--- src/rtl/branch_resolver.sv ---
// Resolves BEQ/BNE/J/JR one at a time: evaluate, redirect the PC, then flush fetch.
// Fixed latency: accept at N, pc_src at N+2, flush at N+3..N+4, idle at N+5.
module branch_resolver (
    input  logic        clock,
    input  logic        reset,
    input  logic        instr_valid,
    input  logic [31:0] instr,
    input  logic [15:0] instr_pc,
    input  logic [31:0] rs_data,
    input  logic [31:0] rt_data,
    input  logic [15:0] prog_count,
    output logic        pc_src,
    output logic [15:0] pc_offset,
    output logic        flush,
    output logic        busy,
    output logic        misalign,
    output logic [15:0] taken_count,
    output logic [15:0] not_taken_count
);

    typedef enum logic [1:0] {IDLE, EVAL, REDIRECT, FLUSH} state_t;

    localparam logic [5:0] OP_SPECIAL = 6'b000000;
    localparam logic [5:0] OP_J       = 6'b000010;
    localparam logic [5:0] OP_BEQ     = 6'b000100;
    localparam logic [5:0] OP_BNE     = 6'b000101;
    localparam logic [5:0] FN_JR      = 6'b001000;

    state_t      state_q, state_d;
    logic [31:0] instr_q, rs_q, rt_q;
    logic [15:0] pc_q, target_q, target;
    logic        flush_cnt_q;
    logic        is_beq, is_bne, is_j, is_jr, taken, in_cf;
    logic        unused_bits;

    assign unused_bits = ^instr_q[25:16];

    assign in_cf = (instr[31:26] == OP_BEQ) || (instr[31:26] == OP_BNE) ||
                   (instr[31:26] == OP_J) ||
                   (instr[31:26] == OP_SPECIAL && instr[5:0] == FN_JR);

    assign is_beq = instr_q[31:26] == OP_BEQ;
    assign is_bne = instr_q[31:26] == OP_BNE;
    assign is_j   = instr_q[31:26] == OP_J;
    assign is_jr  = instr_q[31:26] == OP_SPECIAL && instr_q[5:0] == FN_JR;

    // Sign extension of the immediate is irrelevant once the sum is taken mod 2^16.
    always_comb begin
        taken  = 1'b0;
        target = pc_q + 16'd4 + {instr_q[13:0], 2'b00};
        if (is_beq) taken = (rs_q == rt_q);
        if (is_bne) taken = (rs_q != rt_q);
        if (is_j) begin
            taken  = 1'b1;
            target = {instr_q[13:0], 2'b00};
        end
        if (is_jr) begin
            taken  = 1'b1;
            target = rs_q[15:0];
        end
    end

    always_comb begin
        state_d = state_q;
        case (state_q)
            IDLE:     if (instr_valid && in_cf) state_d = EVAL;
            EVAL:     state_d = (taken && target[1:0] == 2'b00) ? REDIRECT : IDLE;
            REDIRECT: state_d = FLUSH;
            FLUSH:    if (flush_cnt_q) state_d = IDLE;
            default:  state_d = IDLE;
        endcase
    end

    always_ff @(posedge clock or posedge reset) begin
        if (reset) begin
            state_q         <= IDLE;
            instr_q         <= '0;
            pc_q            <= '0;
            rs_q            <= '0;
            rt_q            <= '0;
            target_q        <= '0;
            flush_cnt_q     <= 1'b0;
            pc_src          <= 1'b0;
            flush           <= 1'b0;
            misalign        <= 1'b0;
            taken_count     <= '0;
            not_taken_count <= '0;
        end else begin
            state_q <= state_d;
            pc_src  <= (state_d == REDIRECT);
            flush   <= (state_d == FLUSH);
            if (state_q == IDLE && instr_valid && in_cf) begin
                instr_q <= instr;
                pc_q    <= instr_pc;
                rs_q    <= rs_data;
                rt_q    <= rt_data;
            end
            if (state_q == EVAL) begin
                target_q <= target;
                if (taken && target[1:0] != 2'b00)
                    misalign <= 1'b1;
                if (!taken && not_taken_count != 16'hFFFF)
                    not_taken_count <= not_taken_count + 16'd1;
            end
            if (state_q == REDIRECT && taken_count != 16'hFFFF)
                taken_count <= taken_count + 16'd1;
            flush_cnt_q <= (state_q == FLUSH);
        end
    end

    // Offset uses the live prog_count so the PC lands on target in the redirect cycle.
    assign pc_offset = pc_src ? (target_q - prog_count - 16'd4) : 16'h0000;
    assign busy      = (state_q != IDLE);

endmodule

--- config.mk ---
export PLATFORM = sky130hd
export DESIGN_NAME = branch_resolver
export DESIGN_NICKNAME = d
export VERILOG_FILES = /design/src/rtl/branch_resolver.sv
export SDC_FILE = /design/constraint.sdc
export NUM_CORES = 1
export LEC_CHECK = 0
export CORE_MARGIN = 1
export CORE_UTILIZATION = 40
export DETAILED_ROUTE_END_ITERATION = 12
export MAX_ROUTING_LAYER = met4
export SYNTH_ARGS = -nofsm -noshare
export SYNTH_HDL_FRONTEND = slang
export SYNTH_SLANG_ARGS = --single-unit
--- constraint.sdc ---
create_clock -name clock -period 13.8 [get_ports clock]
set_input_delay 2.07 -clock clock [delete_from_list [all_inputs] [get_ports clock]]
set_output_delay 2.07 -clock clock [all_outputs]
set_load 0.01 [all_outputs]
==> flow_summary.toml <==
[sta]
setup_slack_ps = 6450
rsz0062_at_grt = "no"
layout_min_cycle_time_ps = 7350
fin_skew_ps = 13.0
worstMarginPinSlew_ps = 1040
finalHoldViolCount = 0
setup_viol = 0
hold_ws_ps = 469
fin_crit_sh = 0.532
clock.fmax_ghz = 0.136
relSlewSlack = 0.304
finalSetupTns_ps = 0
drv_slew = 0

[floorplanning]
num_rows = 54
core-area_um2 = 22000
io_pins = 183
chipHeight_um = 152
start_util = 0.409
die_x_um = 152
die-area_um2 = 23100

[setup_path]
regToRegStartpoint = "instr_q[1]"
max_stage_delay_ps = 540
end_kind = "primary output"
reg2reg_slack_ps = 10970
critPathLaunch = "prog_count[1]"
worstPathCellList = "clkdlybuf4s50_1 > inv_1 > ha_1 > ha_1 > fa_1 > a211oi_1 > o21a_1 > o21ai_0 > a21oi_1 > o2bb2ai_1 > xor2_1 > nor2_1 > clkdlybuf4s50_1"
crit_path_start_kind = "input pin"
r2r.worst_path.cells = 10
path_class = "in2out"
required_ps = 11730
critPathMaxFanout = 3
cp-endpoint = "pc_offset[13]"
slowest_stage = "clkdlybuf4s50_1"
r2r_end = "target_q[13]"
arrival_ps = 5280

[global_route]
antenna_found_initial = 0
grt_usage = 0.192
grt_max_degree = 80
overflow = 0
grt_pass1_vias = 6387
grt_pass1_wl_mm = 33.6

[yosys]
synth-async-reset-ratio = 1.00
syn_area_um2 = 8990
synth.area.top_cells = "dfrtp_1 43%, mux2_4 15%, ha_1 7.8%"
ys_warn_count = 0
synthFlopType = "dfrtp_1"
synth_top_area_share = 0.429
yosysSeqAreaShare = 0.429
ys_ff_latch = 154
syn-num-nets = 981
ys_types = 61
syn_inst = 792
syn_area_per_cell_um2 = 11.4
synthTopCellsByCount = "154 x dfrtp_1, 91 x mux2_4, 69 x xnor2_1"
synth_edf_count = 0
synth_top_area_cell = "dfrtp_1"
yosysMostFrequentCell = "dfrtp_1"

[pwr]
ir_drop_mv = 0.0923
p_per_area_nw_per_um2 = 207
leakage_uw = 0.00527

[place]
dp.final_hpwl_mm = 15.4
io_buffers = 170
place.gp.congestion = 0.841
dpl_worst_slack_ps = 6480
dpl-instance-area_um2 = 10900

[route]
drt_iter0_markers = 313
wl_per_cell_um = 16.3
wl_mm = 20.5
drc = 10
vias = 6280
via_per_inst = 5.01
ant_nets = 0
firstDrtPassIters = 8

[layout]
final_nets = 1150
drive_gt1_frac = 0.149
syn_to_final_growth_pct = 28.0
fin_area_um2 = 11500
fill_cells = 1971
antenna_cells = 0

[status]
violations = "DRC"
status = "complete, but fails checks"

[clocking]
cts_root_buffer = "clkbuf_16"
clk_path_buf_depth = 2
cts_setup_buffers = 0
hold_buffers = 0
cts.sinks = 154
cts_tree = "yes"
clk_latency_ps = 430
clk_pin_slew_worst_paths_ps = 70
numCtsBuffers = 17
cts_resized = 0
h-tree-depth = 4

[flow_run]
drv_cap = 0

[worst_hold_path]
hp-class = "reg2reg"
## worst max-delay path, delay by kind of cell
family / cells / cell delay, ps
AOI/OAI and AO/OA: 5 / 1010
and+or+nand+nor: 1 / 90
buffers and inverters: 3 / 1040
adders and majority gates: 3 / 950
xor gates and xnor gates: 1 / 110
## cell families (layout without fill, tap and decap cells)
logic type | Yosys count | in the layout | share of synthesized area
buffers and inverters | 81 | 263 | 0.0427
AO/OA/AOI/OAI | 106 | 106 | 0.0809
adder cells (fa/ha/maj) | 58 | 58 | 0.0824
AND/OR/NAND/NOR | 212 | 212 | 0.123
multiplexers | 102 | 102 | 0.165
flip-flops | 154 | 154 | 0.429
XOR/XNOR | 79 | 79 | 0.0770
## metal layers
metal	vias to the layer above	wire length, µm	global-route usage
met2	114	9600	0.303
li1	3140	-	-
met4	0	227	0.0496
met3	13	1030	0.0511
met5	-	0	-
met1	3013	9630	0.243
## area by class of cell
class,count,area (µm²),area share
clock buffer,17,425,0.0370
clock inverter,15,170,0.0148
inverter,56,215,0.0187
multi-input combinational,557,4760,0.413
sequential,154,3850,0.335
tap,280,350,0.0304
timing repair buffer,175,1740,0.151
## placed cells by master (no fill, tap or decap), drive strengths merged, types with 4 or more instances in the layout
cell	count
clkdlybuf4s50	170
dfrtp	154
mux2	98
xnor2	69
inv	64
ha	56
nor2	49
nand2	37
nand3	32
a21oi	28
nand4	22
o21ai	22
nor3	18
clkbuf	17
xor2	10
a31oi	9
a211oi	9
and3	8
and2	8
o21a	7
nor4	7
clkinv	7
nand2b	6
or3	5
buf	5
mux2i	4
a311o	4
nor2b	4
o211ai	4
## how the worst min path moves through the flow
stage,start,end,cells after the start
floorplan,pc_q[2],pc_q[2],1
global placement,misalign,misalign,1
detailed placement,misalign,misalign,1
CTS,misalign,misalign,1
global route,misalign,misalign,1
finish,misalign,misalign,1
## registers in the layout (all words and copies together), names as in the netlist
signal and count:
rs_q 32, rt_q 32, instr_q 20, not_taken_count 16, pc_q 16, taken_count 16
target_q 16, state_q 2, flush 1, flush_cnt_q 1, misalign 1, pc_src 1
## report_power, final
part           internal [µW]  switching, µW
combinational            604            517
clock                    244            220
sequential               630            169
## through the flow
| step | util | total power, µW | instances |
|---|---|---|---|
| after floorplan | - | 1620 | 792 |
| after global placement | 0.497 | 1910 | 1222 |
| after detailed placement | 0.497 | 1930 | 1222 |
| after CTS | 0.524 | 2410 | 1254 |
| after global routing | 0.524 | 2570 | 1254 |
| final | 0.524 | 2380 | 1254 |
Power figures use the tool's default switching activity.
